[config.mk]
export PLATFORM = sky130hd
export DESIGN_NAME = bin_bcd_sev_scan
export DESIGN_NICKNAME = d
export VERILOG_FILES = /design/src/rtl/bin_bcd_sev_scan.sv
export SDC_FILE = /design/constraint.sdc
export NUM_CORES = 1
export LEC_CHECK = 0
export ABC_CLOCK_PERIOD_IN_PS = 2000
export BUFFER_PORTS_ARGS = -buffer_cell sky130_fd_sc_hd__buf_2
export CORE_ASPECT_RATIO = 2
export CORE_MARGIN = 3
export CORE_UTILIZATION = 51
export CTS_BUF_LIST = sky130_fd_sc_hd__clkbuf_16
export DETAILED_ROUTE_END_ITERATION = 12
export HOLD_SLACK_MARGIN = 0.06
export PLACE_DENSITY = 0.74
export SLEW_MARGIN = 15
export SYNTH_ARGS = -nofsm -noshare
export SYNTH_HDL_FRONTEND = slang
export SYNTH_SLANG_ARGS = --single-unit
[constraint.sdc]
create_clock -name clk -period 2 [get_ports clk]
set_input_delay 0.2 -clock clk [delete_from_list [all_inputs] [get_ports clk]]
set_output_delay 0.2 -clock clk [all_outputs]
set_load 0.05 [all_outputs]
[src/rtl/bin_bcd_sev_scan.sv]
`default_nettype none
// ============================================================================
// Module   : bin_bcd_sev_scan
// Brief    : Serial double-dabble binary-to-BCD converter feeding a
//            time-multiplexed 7-segment scan driver with leading-zero blanking.
// Revision : 1.0  initial release
// ============================================================================
module bin_bcd_sev_scan #(
  parameter int BIN_W    = 9,
  parameter int DIGITS   = 3,
  parameter int SCAN_DIV = 4
) (
  input  logic                  clk,
  input  logic                  rst_n,
  input  logic                  load,
  input  logic [BIN_W-1:0]      bin_in,
  input  logic                  blank_lz,
  output logic                  busy,
  output logic                  done,
  output logic [4*DIGITS-1:0]   bcd_out,
  output logic [6:0]            seg,
  output logic [DIGITS-1:0]     dig_en
);

  function automatic longint unsigned f_pow10(input int n);
    longint unsigned r;
    r = 64'd1;
    for (int i = 0; i < n; i++) r = r * 64'd10;
    return r;
  endfunction

  localparam longint unsigned c_MAXBIN = (64'd1 << BIN_W) - 64'd1;
  localparam longint unsigned c_POW10  = f_pow10(DIGITS);
  localparam int c_CW = $clog2(BIN_W + 1);
  localparam int c_PW = (SCAN_DIV > 1) ? $clog2(SCAN_DIV) : 1;
  localparam int c_IW = (DIGITS > 1) ? $clog2(DIGITS) : 1;

  localparam logic [1:0] c_S_IDLE  = 2'd0;
  localparam logic [1:0] c_S_SHIFT = 2'd1;
  localparam logic [1:0] c_S_DONE  = 2'd2;

  if (c_POW10 <= c_MAXBIN) begin : g_range_chk
    $fatal(1, "bin_bcd_sev_scan: DIGITS too small for BIN_W");
  end

  logic [1:0]          r_state;
  logic [1:0]          w_state_nxt;
  logic [BIN_W-1:0]    r_shift;
  logic [4*DIGITS-1:0] r_scratch;
  logic [4*DIGITS-1:0] w_adj;
  logic [4*DIGITS-1:0] w_scratch_nxt;
  logic [c_CW-1:0]     r_cnt;
  logic [4*DIGITS-1:0] r_bcd;
  logic [c_PW-1:0]     r_pre;
  logic [c_IW-1:0]     r_idx;
  logic [3:0]          w_dig [DIGITS];
  logic [DIGITS-1:0]   w_zero_from;
  logic [3:0]          w_cur;
  logic [6:0]          w_seg_raw;
  logic                w_blank;
  logic                w_last;

  assign w_last = (r_cnt == c_CW'(1));

  for (genvar gi = 0; gi < DIGITS; gi++) begin : g_dig
    assign w_adj[4*gi +: 4] = (r_scratch[4*gi +: 4] >= 4'd5) ?
                              r_scratch[4*gi +: 4] + 4'd3 : r_scratch[4*gi +: 4];
    assign w_dig[gi] = r_bcd[4*gi +: 4];
  end

  assign w_scratch_nxt = {w_adj[4*DIGITS-2:0], r_shift[BIN_W-1]};

  always_ff @(posedge clk or negedge rst_n) begin
    if (!rst_n) r_state <= c_S_IDLE;
    else        r_state <= w_state_nxt;
  end

  always_comb begin
    w_state_nxt = r_state;
    case (r_state)
      c_S_IDLE:  if (load) w_state_nxt = c_S_SHIFT;
      c_S_SHIFT: if (w_last) w_state_nxt = c_S_DONE;
      c_S_DONE:  w_state_nxt = c_S_IDLE;
      default:   w_state_nxt = c_S_IDLE;
    endcase
  end

  always_comb begin
    busy = (r_state == c_S_SHIFT);
    done = (r_state == c_S_DONE);
  end

  // Result is committed on the final shift edge so it is visible alongside done.
  always_ff @(posedge clk or negedge rst_n) begin
    if (!rst_n) begin
      r_shift   <= '0;
      r_scratch <= '0;
      r_cnt     <= '0;
      r_bcd     <= '0;
    end else begin
      case (r_state)
        c_S_IDLE: begin
          if (load) begin
            r_shift   <= bin_in;
            r_scratch <= '0;
            r_cnt     <= c_CW'(BIN_W);
          end
        end
        c_S_SHIFT: begin
          r_scratch <= w_scratch_nxt;
          r_shift   <= r_shift << 1;
          r_cnt     <= r_cnt - c_CW'(1);
          if (w_last) r_bcd <= w_scratch_nxt;
        end
        default: ;
      endcase
    end
  end

  assign bcd_out = r_bcd;

  always_ff @(posedge clk or negedge rst_n) begin
    if (!rst_n) begin
      r_pre <= '0;
      r_idx <= '0;
    end else if (r_pre == c_PW'(SCAN_DIV - 1)) begin
      r_pre <= '0;
      r_idx <= (r_idx == c_IW'(DIGITS - 1)) ? '0 : r_idx + c_IW'(1);
    end else begin
      r_pre <= r_pre + c_PW'(1);
    end
  end

  // w_zero_from[i]: every digit at position i and above is zero.
  always_comb begin
    w_zero_from = '0;
    w_zero_from[DIGITS-1] = (w_dig[DIGITS-1] == 4'd0);
    for (int i = DIGITS - 2; i >= 0; i--)
      w_zero_from[i] = (w_dig[i] == 4'd0) && w_zero_from[i+1];
  end

  always_comb begin
    w_cur   = w_dig[r_idx];
    w_blank = blank_lz && (r_idx != '0) && w_zero_from[r_idx];
    case (w_cur)
      4'd0:    w_seg_raw = 7'b1111110;
      4'd1:    w_seg_raw = 7'b0110000;
      4'd2:    w_seg_raw = 7'b1101101;
      4'd3:    w_seg_raw = 7'b1111001;
      4'd4:    w_seg_raw = 7'b0110011;
      4'd5:    w_seg_raw = 7'b1011011;
      4'd6:    w_seg_raw = 7'b1011111;
      4'd7:    w_seg_raw = 7'b1110000;
      4'd8:    w_seg_raw = 7'b1111111;
      4'd9:    w_seg_raw = 7'b1111011;
      default: w_seg_raw = 7'b0000000;
    endcase
    seg = w_blank ? 7'b0000000 : w_seg_raw;
  end

  assign dig_en = DIGITS'(1) << r_idx;

endmodule
`default_nettype wire

Word-level counts from Yosys, hierarchy flattened:

Memory sizes are Yosys's and may differ from the RTL's.
Index checks and enable logic that the tools add are counted.
Widths: inputs -> output; s select.

* multipliers: 0
* magnitude comparators: 5
* reductions and logical operators: 13
* add/sub/neg operators: 6
* shifts and indexed selects: 1
* mux-type cells: 20
* bitwise gates (word level): 1
* equality and inequality tests: 7
* div/mod/pow operators: 0

Operator list (count)
* $pmux 12 s2: 1
* $mux 4: 5
* $pmux 9 s2: 1
* $ge 4x3->1 const B: 3
* $logic_not 4->1: 3
* $mux 12: 1
* $mux 9: 1
* $add 4x2->4 const B: 2
* $bmux 4 s2: 1
* $mux 2: 4
* $pmux 4 s2: 1
* $mux 7: 1
* $eq 2x2->1 const B: 3
* $reduce_and 2->1: 3
* $add 2x1->2 const B: 2
* $eq 4x1->1 const B: 1
* $logic_and 1x1->1: 4
* $pmux 2 s2: 1
* $reduce_bool 2->1: 2
* $sub 4x1->4 const B: 1
* $add 3x2->3 const B: 1
* $ge 3x3->1 const B: 1
* $lt 2x3->1 const B: 1
* $mux 3: 1
* other kinds (8): 8

* bits in read-only memories: 112
* output and inout port bits: 24
* memories kept: 1
* bits in registers: 43
* bits in latches: 0
* memory bits (writable): 0
* word-level logic and storage cells: 61

Memory list
* (no name shown): words 16, width 7, read ports 1, clocked after memory_dff 0, wr ports 0, line 145 `case (w_cur)`

Logic depth before layout (Yosys ltp):

Gate-level depths: netlist (run 1).

* word-level depth: 7
* gate-level depth with buffers: 9
* mapped depth without buffers: 7

Least setup slack after synthesis (run 1):

Ideal clock, no wire load.

* path type: reg-to-output
* start: reg r_bcd[4], in the netlist bcd_out[4]
* end: out seg[6]
* setup slack: -1.093 ns
* stages on the path, launching flop included: 7
* path buffers: 0
* arrival time: 2.893 ns
* required time: 1.800 ns
* cells stage by stage: dfrtp_1 mux2i_1 a2bb2oi_1 inv_1 ha_1 mux2_2 a211oi_1

* word-level cells in the longest chain between the ends: 7
* elaborated cells between the ends (all ways): 11

RTL lines
* from (decl): line 53 `logic [4*DIGITS-1:0] r_bcd;`
* from (signal assigned): line 113 `if (w_last) r_bcd <= w_scratch_nxt;`
* branches (longest 6 deep; another with $mem_v2 16x7)
* $mux 7 (*): line 158 `seg = w_blank ? 7'b0000000 : w_seg_raw;`
* to (decl): line 21 `output logic [6:0] seg,`

Mark *: on every way between the ends. The select of a mux whose other input is x is not followed.

Worst setup path in the final report (run 1):

* start: reg r_idx[0]
* end: out seg[6]

* word-level cells in the longest chain between the ends: 6
* elaborated cells between the ends (all ways): 11

RTL lines
* from (decl): line 55 `logic [c_IW-1:0] r_idx;`
* from (signal assigned): line 128 `r_idx <= (r_idx == c_IW'(DIGITS - 1)) ? '0 : r_idx + c_IW'(1);`
* $not 2->3 (not written as such): line 143 `w_cur = w_dig[r_idx];`
* $bmux 4 s2: line 143
* $mux 4 (not written as such) (2 in series): line 143
* $mem_v2 16x7
* $mux 7 (*): line 158

Every way passes the cells marked *; elsewhere a longest branch is shown, timed or not. The select of a mux whose other input is x is not followed.

==> impl_metrics.csv, run 1 <==
group,metric,value,unit
run_status,status,"complete, but fails checks",
run_status,violations,"setup timing",
worst_setup_path,startpoint_type,"flop",
place,dp.final_hpwl,4.240,mm
routing,wl_met1,2.049,mm
yosys,synth_seq_cells,43,
worst_setup_path,worstSetupPathType,"flop to output pin",
floorplanning,fp.dieArea,0.005652,mm²
worst_setup_path,end_kind,"output pin",
yosys,yosysUniqueCellTypes,37,
sta,setup_viol,7,
clocking,cts_max_level,2,
routing,routed_via_density,5.558,
floorplanning,fp.coreArea,0.004467,mm²
clocking,cts_buffers,5,
routing,wl_per_cell,15.55,µm
yosys,synth-edff-count,0,
floorplanning,rows,34,
global_routing,grt_max_degree,18,
power_and_ir_drop,ir_drop,1.275,mV
sta,hold_ws,198.9,ps
finish,final_nets,336,
sta,finalHoldViolations,0,
yosys,yosys_most_used_dff,"dfrtp_1",
clocking,cts_root_buffer,"clkbuf_16",
global_routing,grt_pass1_wl,9.142,mm
global_routing,grt_pass1_vias,2049,
routing,top_layer_used,"met4",
worst_setup_path,crit_required,1800,ps
routing,wl_met2,3.337,mm
global_routing,antenna_found_initial,0,
place,dpl_cell_area,0.002995,mm²
floorplanning,fp.dieH,103.4,µm
yosys,synth_fp_nets,269,
power_and_ir_drop,leakagePower,1.488,nW
sta,setup_ws,-362.1,ps
yosys,syn_area,0.002417,mm²
finish,drive_above_1_share,42.26,%
finish,area_growth,37.63,%
sta,slew_viol_final,0,
finish,layout_common_cells,"o21ai_0, dfrtp_1, buf_4",
floorplanning,io_pins,37,
floorplanning,start_util,54.12,%
yosys,syn_inst,242,
sta,tightest_slew,447.6,ps
clocking,cts.path.max_buffers,2,
routing,drt_wl_total,5.659,mm
clocking,tritoncts,"yes",
place,gp_congestion,0.7713,
routing,dr.first_iter.drc_count,30,
finish,n_fill_cell,337,
flow_run,cap_violations,0,
floorplanning,die_x,54.68,µm
routing,drc_errors,0,
global_routing,grtUsageTotal,22.24,%
sta,post-route-period-util,118.1,%
power_and_ir_drop,p_per_area,1815,mW/mm²
min_path,hold_path.class,"input pin to flop",
finish,final_area,0.003327,mm²
sta,slew_headroom,70.16,%
finish,layout_commonest_cell,"o21ai_0",
yosys,ys_seq_area_share,44.51,%
sta,fmax,423.3,MHz
finish,multi_input_area,0.001454,mm²
global_routing,gr-total-overflow,0,
routing,first_pass_iters,4,
place,dp_slack,-189.7,ps
finish,ff_latch_area,0.001091,mm²
yosys,async_reset_ff_share,100.0,%
clocking,clk_latency,280,ps
routing,ant_nets,0,
yosys,yosysWarnings,0,
clocking,path_clk_slew,60,ps
sta,rsz0062_at_grt,"yes",
worst_setup_path,cp_max_fo,5,
sta,min_period,2362,ps
clocking,cts_sinks,43,
sta,clock_skew,1.856,ps
yosys,synth.avg_cell_area,9.989,µm²
worst_setup_path,worstPathArrival,2160,ps
place,port_buffers,36,
routing,met3_length,167,µm
finish,antennaDiodeCount,0,
routing,dr_total_vias,2023,
area by class of cell:
class,instances,area share [%]
sequential,43,32.79
timing repair buffer,71,15.68
clock inverter,3,0.3385
tap,54,2.031
multi-input combinational,173,43.70
clock buffer,5,3.761
inverter,15,1.692
path summary, 6_finish.rpt:
path,cells past startpoint,slack [ps],startpoint,to
worst max-delay path,7,-360,r_idx[0]$_DFFE_PN0P_,seg[6]
worst min-delay path,3,200,bin_in[4],r_shift[4]$_DFFE_PN0P_
worst max register to register,6,310,r_scratch[0]$_DFFE_PN0P_,bcd_out[2]$_DFFE_PN0P_
min in group asynchronous,2,360,rst_n,r_shift[0]$_DFFE_PN0P_
max in group asynchronous,3,1090,rst_n,bcd_out[6]$_DFFE_PN0P_
worst min register to register,1,440,r_pre[0]$_DFF_PN0_,r_pre[0]$_DFF_PN0_
worst max-delay path: stages (launching register included):
cell       delay, ps
dfrtp_2          460
mux2i_4          290
a2bb2oi_4        230
inv_2             80
ha_4             160
mux2_4           270
a211oi_4         200
buf_6            180
flip-flops by register name, summed over array words and instances (netlist names):
signal     flops
r_scratch     12
r_state        2
r_cnt          4
bcd_out       12
r_shift        9
r_idx          2
r_pre          2
metal layers:
metal | vias up | GRT usage (%)
met4 | 0 | 8.829
met5 | - | 0
met2 | 43 | 43.80
met1 | 984 | 21.02
met3 | 8 | 3.300
li1 | 988 | -
where the power goes:
| group | switching, W | total, W | internal [W] |
|---|---|---|---|
| registers | 0.000352 | 0.00158 | 0.00123 |
| logic | 0.00214 | 0.00371 | 0.00157 |
| clock network | 0.000303 | 0.000751 | 0.000449 |
kinds of logic (layout without fill, tap and decap cells):
| family | after synthesis | in the layout | share of synthesized area (%) |
|---|---|---|---|
| AND/OR/NAND/NOR | 57 | 57 | 13.20 |
| XOR/XNOR | 3 | 3 | 1.087 |
| AO/OA/AOI/OAI | 81 | 81 | 20.81 |
| adder cells (fa/ha/maj) | 14 | 14 | 7.246 |
| multiplexers | 18 | 18 | 8.178 |
| flip-flops | 43 | 43 | 44.51 |
| buffers and inverters | 26 | 94 | 4.969 |
cells in the mapped netlist, types with 2 or more instances:
cell | n | area share (%)
a211oi_1 | 4 | 1.2
a21oi_1 | 20 | 4.1
a22o_1 | 4 | 1.4
a22oi_1 | 8 | 2.5
a2bb2oi_1 | 2 | 0.72
a31oi_1 | 3 | 0.78
buf_6 | 3 | 1.4
clkbuf_1 | 7 | 1.1
dfrtp_1 | 43 | 45
ha_1 | 14 | 7.2
inv_1 | 15 | 2.3
mux2_2 | 11 | 5.1
mux2i_1 | 6 | 2.5
nand2_1 | 20 | 3.1
nand2b_1 | 4 | 1.0
nand3_1 | 2 | 0.41
nor2_1 | 3 | 0.47
nor2b_1 | 13 | 3.4
nor3_1 | 4 | 0.83
nor3b_1 | 3 | 0.93
o21ai_0 | 33 | 6.8
or3b_2 | 3 | 1.1
xnor2_1 | 3 | 1.1
stage by stage:
stage / TNS, ps / power, W / std cells / util (%)
after floorplan: -641.9 / 0.004016 / 242 / -
after global placement: -523.9 / 0.004838 / 348 / 67.06
after detailed placement: -913.4 / 0.004936 / 348 / 67.06
after CTS: -1970 / 0.005980 / 364 / 73.70
after global routing: -2535 / 0.006432 / 364 / 74.48
final: -2125 / 0.006037 / 364 / 74.48
repair_timing:
item                       in CTS  in global routing
hold endpoints to repair       15                  0
resized for setup              22                  8
pin swaps                       2                  4
setup endpoints to repair       7                  7
hold buffers                    1                  0
setup buffers                   7                  0
gates cloned                    0                  0
No activity file was read; power rests on OpenSTA's default activity.
==> run 2, diff against run 1 <==
- CORE_UTILIZATION: 51 -> 31
- PLACE_DENSITY: 0.74 -> 0.48
==> impl_metrics.csv, run 2 (synthesized netlist as in run 1, its figures left out) <==
group,metric,value,unit
run_status,status,"complete, but fails checks",
run_status,violations,"setup timing",
power_and_ir_drop,combinationalPowerShare,60.1,%
worst_setup_path,worstPathArrival,2120,ps
worst_setup_path,r2r_start,"r_scratch[0]$_DFFE_PN0P_",
routing,ant_nets,0,
clocking,cts_root_buffer,"clkbuf_16",
worst_setup_path,worstSetupPathType,"flop to output pin",
sta,setup_ws,-320.6,ps
worst_setup_path,rr_worst_depth,6,
min_path,min_path_cells,3,
global_routing,grt_pass1_wl,9.873,mm
place,dp.final_hpwl,4.708,mm
worst_setup_path,cp_max_fo,5,
worst_setup_path,startpoint_type,"flop",
sta,setup_viol,7,
finish,area_growth,40.48,%
worst_setup_path,crit_required,1800,ps
finish,layout_commonest_cell,"buf_4",
power_and_ir_drop,total_power,0.006140,W
floorplanning,start_util,31.80,%
finish,stdcell_count,406,
sta,tightest_slew,498.0,ps
sta,slew_viol_final,0,
floorplanning,fp.coreArea,0.007601,mm²
place,dp_cells,392,
routing,drc_errors,0,
worst_setup_path,end_kind,"output pin",
finish,antennaDiodeCount,0,
finish,drive_above_1_share,42.95,%
routing,dr_total_vias,2001,
global_routing,grt_max_degree,23,
routing,drt_wl_total,5.934,mm
routing,first_pass_iters,4,
place,port_buffers,36,
sta,post-route-period-util,116.0,%
min_path,hold_path_end,"r_shift[2]$_DFFE_PN0P_",
floorplanning,fp.dieArea,0.008957,mm²
sta,rsz0062_at_grt,"yes",
floorplanning,io_pins,37,
clocking,tritoncts,"yes",
clocking,cts_buffers,5,
sta,clock_skew,1.820,ps
clocking,cts.path.max_buffers,2,
worst_setup_path,worst-r2r-setup-slack,310,ps
sta,fmax,430.9,MHz
flow_run,cap_violations,0,
power_and_ir_drop,ir_drop,0.7665,mV
min_path,hp-start,"bin_in[2]",
clocking,cts_max_level,2,
routing,wl_per_cell,14.62,µm
floorplanning,die_x,68.44,µm
clocking,clk_latency,280,ps
power_and_ir_drop,switching_share,45.43,%
power_and_ir_drop,leakagePower,1.504,nW
power_and_ir_drop,p_per_area,1808,mW/mm²
floorplanning,fp.dieH,130.9,µm
finish,layout_common_cells,"buf_4, o21ai_0, dfrtp_1",
routing,dr.first_iter.drc_count,49,
clocking,path_clk_slew,60,ps
power_and_ir_drop,pwr-share-clk,14.6,%
global_routing,grt_pass1_vias,2031,
finish,final_nets,338,
power_and_ir_drop,power_switching,0.002789,W
power_and_ir_drop,p_seq_share,25.3,%
place,gp_congestion,0.7776,
clocking,cts_sinks,43,
floorplanning,rows,45,
global_routing,gr-total-overflow,0,
sta,finalHoldViolations,0,
power_and_ir_drop,internal-power,0.003350,W
sta,min_period,2321,ps
global_routing,grtUsageTotal,14.74,%
worst_setup_path,r2r_end,"r_scratch[2]$_DFFE_PN0P_",
min_path,hold_path.class,"input pin to flop",
sta,slew_headroom,66.80,%
routing,routed_via_density,4.929,
global_routing,antenna_found_initial,0,
[run 2: through the flow]
stage	util (%)	hold WS, ps	setup slack [ps]	TNS [ps]	area (µm²)
3_5_place_dp	40.30	203.4	-190.3	-969.1	3063
6_report	44.67	202.6	-320.6	-1837	3396
3_3_place_gp	40.30	209.4	-167.2	-756.0	3063
4_1_cts	44.28	197.9	-342.9	-2055	3366
2_1_floorplan	-	-95.59	-158.8	-641.9	2605
5_1_grt	44.67	227.7	-379.2	-2379	3396
[run 2: power by group through the flow]
stage                     clock network [W]  logic (W)  registers, W
after floorplan                           0    0.00214       0.00187
final                              0.000896    0.00369       0.00156
after global placement                    0    0.00339       0.00156
after CTS                          0.000928    0.00372       0.00156
after detailed placement                  0    0.00343       0.00157
after global routing               0.000963    0.00401       0.00161
[run 2: layout make-up]
cell class                 instances  area, µm²
sequential                        43       1092
clock buffer                       5      125.1
inverter                          15      56.30
multi-input combinational        173       1441
tap                               94      117.6
clock inverter                     3      38.79
timing repair buffer              73      524.3
fill                             744       4205
[run 2: timing repair]
item                       CTS  global route
setup buffers                3             2
hold endpoints to repair    20             0
setup endpoints to repair    7             8
hold buffers                 1             0
gates resized for setup     23             5
pin swaps                    4             3
[run 2: layer usage]
layer | share of wire [%] | GRT usage [%] | up-vias | wire length [µm]
met5 | 0 | 0 | - | 0
met4 | 2.0 | 5.979 | 0 | 116
met3 | 3.3 | 2.139 | 10 | 195
met2 | 59 | 29.30 | 47 | 3525
met1 | 35 | 14.04 | 950 | 2096
li1 | - | - | 994 | -
[run 2: critical path, cell delays in order (launching register included)]
cell and delay, ps:
dfrtp_2 450, mux2i_4 290, a2bb2oi_4 220, inv_2 80, ha_4 160, mux2_4 260
a211oi_4 200, buf_6 180
[run 2: worst max-delay path by stage]
| stage | from | end | slack [ps] | cells after the start |
|---|---|---|---|---|
| finish | r_idx[0]$_DFFE_PN0P_ | seg[6] | -320 | 7 |
| global route | r_idx[0]$_DFFE_PN0P_ | seg[6] | -380 | 7 |
| CTS | r_idx[0]$_DFFE_PN0P_ | seg[6] | -340 | 7 |
| detailed placement | r_idx[0]$_DFFE_PN0P_ | seg[0] | -190 | 7 |
| global placement | r_idx[0]$_DFFE_PN0P_ | seg[0] | -170 | 7 |
| floorplan | r_idx[1]$_DFFE_PN0P_ | seg[6] | -160 | 8 |
==> run 3, diff against run 2 <==
--- a/constraint.sdc
+++ b/constraint.sdc
@@ -3,2 +3,2 @@
 set_output_delay 0.2 -clock clk [all_outputs]
-set_load 0.05 [all_outputs]
+set_load 0.005 [all_outputs]
==> impl_metrics.csv, run 3 (synthesized netlist as in run 1, its figures left out) <==
group,metric,value,unit
run_status,status,"complete, but fails checks",
run_status,violations,"setup timing",
global_routing,antenna_found_initial,0,
routing,dr_total_vias,2030,
worst_setup_path,cp_max_fo,5,
routing,drc_errors,0,
flow_run,cap_violations,0,
place,dp_slack,35.84,ps
worst_setup_path,max_stage_delay,450,ps
clocking,tritoncts,"yes",
worst_setup_path,worstPathArrival,1950,ps
floorplanning,io_pins,37,
global_routing,grtUsageTotal,15.19,%
finish,drive_above_1_share,35.92,%
worst_setup_path,worstSetupEndpoint,"seg[6]",
sta,clock_skew,2.338,ps
global_routing,gr-total-overflow,0,
finish,layout_common_cells,"dfrtp_1, buf_2, o21ai_0",
place,dpl_cell_area,0.002845,mm²
sta,setup_ws,-153.7,ps
routing,drt_wl_total,5.955,mm
global_routing,grt_max_degree,27,
floorplanning,fp.dieH,130.9,µm
sta,slew_viol_final,0,
finish,final_area,0.003162,mm²
worst_setup_path,end_kind,"output pin",
sta,min_period,2154,ps
clocking,clk_latency,280,ps
worst_setup_path,worst-r2r-setup-slack,310,ps
floorplanning,start_util,31.80,%
routing,dr.first_iter.drc_count,23,
sta,post-route-period-util,107.7,%
sta,slew_headroom,60.07,%
power_and_ir_drop,leakagePower,1.445,nW
global_routing,grt_pass1_wl,10.14,mm
place,dp_cells,386,
worst_setup_path,startpoint_type,"flop",
finish,antennaDiodeCount,0,
global_routing,grt_pass1_vias,2097,
place,port_buffers,36,
clocking,cts_buffers,5,
sta,fmax,464.3,MHz
clocking,cts_max_level,2,
worst_setup_path,crit_required,1800,ps
clocking,cts_sinks,43,
clocking,cts.path.max_buffers,2,
power_and_ir_drop,ir_drop,0.5504,mV
sta,setup_viol,7,
sta,finalHoldViolations,0,
power_and_ir_drop,total_power,0.004670,W
floorplanning,fp.coreArea,0.007601,mm²
finish,final_nets,335,
floorplanning,rows,45,
finish,stdcell_count,403,
worst_setup_path,rr_worst_depth,6,
worst_setup_path,critPathSlowestCell,"dfrtp_2",
finish,layout_commonest_cell,"dfrtp_1",
floorplanning,fp.dieArea,0.008957,mm²
clocking,path_clk_slew,60,ps
worst_setup_path,crit_start,"r_idx[0]$_DFFE_PN0P_",
worst_setup_path,worstPathCellList,"mux2i_2, a2bb2oi_2, buf_4, ha_1, mux2_4, a211oi_2, buf_2",
clocking,cts_root_buffer,"clkbuf_16",
routing,ant_nets,0,
sta,rsz0062_at_grt,"yes",
place,dp.final_hpwl,4.516,mm
worst_setup_path,r2r_start,"r_scratch[0]$_DFFE_PN0P_",
worst_setup_path,worstSetupPathType,"flop to output pin",
routing,routed_via_density,5.037,
sta,tightest_slew,598.9,ps
finish,area_growth,30.80,%
power_and_ir_drop,p_per_area,1477,mW/mm²
routing,first_pass_iters,4,
floorplanning,die_x,68.44,µm
min_path,hold_path.class,"input pin to flop",
worst_setup_path,r2r_end,"bcd_out[2]$_DFFE_PN0P_",
place,gp_congestion,0.7574,
routing,wl_per_cell,14.78,µm
[run 3: metal layers]
metal | track usage, % | vias to the layer above | routed length [µm]
met5 | 0 | - | 0
met2 | 28.00 | 42 | 3262
met3 | 2.908 | 11 | 217
met4 | 7.855 | 0 | 192
li1 | - | 997 | -
met1 | 15.36 | 980 | 2282
[run 3: final cells by class]
type / count / area (µm²)
Fill cell: 774 / 4439
Multi-Input combinational cell: 173 / 1310
Sequential cell: 43 / 1077
Timing Repair Buffer: 70 / 460.4
Clock buffer: 5 / 125.1
Tap cell: 94 / 117.6
Inverter: 15 / 56.30
Clock inverter: 3 / 15.01
[run 3: timing repair]
action                     CTS  global route
hold buffers                 1             0
resized for setup           21             4
setup endpoints to repair    7             7
setup buffers                8             0
hold endpoints to repair    24             0
gates cloned                 0             0
pin swaps                   13             3
[run 3: worst max-delay path, delay by kind of cell, from the launching register on]
| family | cells | cell delay [ps] |
|---|---|---|
| flip-flops | 1 | 450 |
| AO/OA/AOI/OAI | 2 | 310 |
| adder cells (fa/ha/maj) | 1 | 190 |
| buffers and inverters | 2 | 280 |
| multiplexers | 2 | 440 |
[run 3: where the power goes]
group	switching, W	internal (W)	total (W)
sequential	0.000321	0.00121	0.00153
clock	0.000323	0.000455	0.000778
combinational	0.00116	0.00121	0.00236
[run 3: worst min path at each step]
| stage | from | end | slack (ps) | cells past startpoint |
|---|---|---|---|---|
| 3_5_place_dp | rst_n | r_cnt[1]$_DFFE_PN0P_ | 250 | 1 |
| 2_1_floorplan | rst_n | bcd_out[0]$_DFFE_PN0P_ | -100 | 0 |
| 6_report | bin_in[5] | r_shift[5]$_DFFE_PN0P_ | 200 | 3 |
| 5_1_grt | bin_in[6] | r_shift[6]$_DFFE_PN0P_ | 230 | 3 |
| 3_3_place_gp | rst_n | r_cnt[0]$_DFFE_PN0P_ | 250 | 1 |
| 4_1_cts | bin_in[4] | r_shift[4]$_DFFE_PN0P_ | 200 | 3 |
[run 3: stage by stage]
step / hold slack (ps) / setup TNS (ps) / util [%]
floorplan: -95.59 / 0 / -
CTS: 200.3 / -920.9 / 41.30
finish: 204.5 / -681.4 / 41.60
global placement: 253.7 / 0 / 37.43
detailed placement: 246.8 / 0 / 37.43
global route: 230.4 / -1557 / 41.60
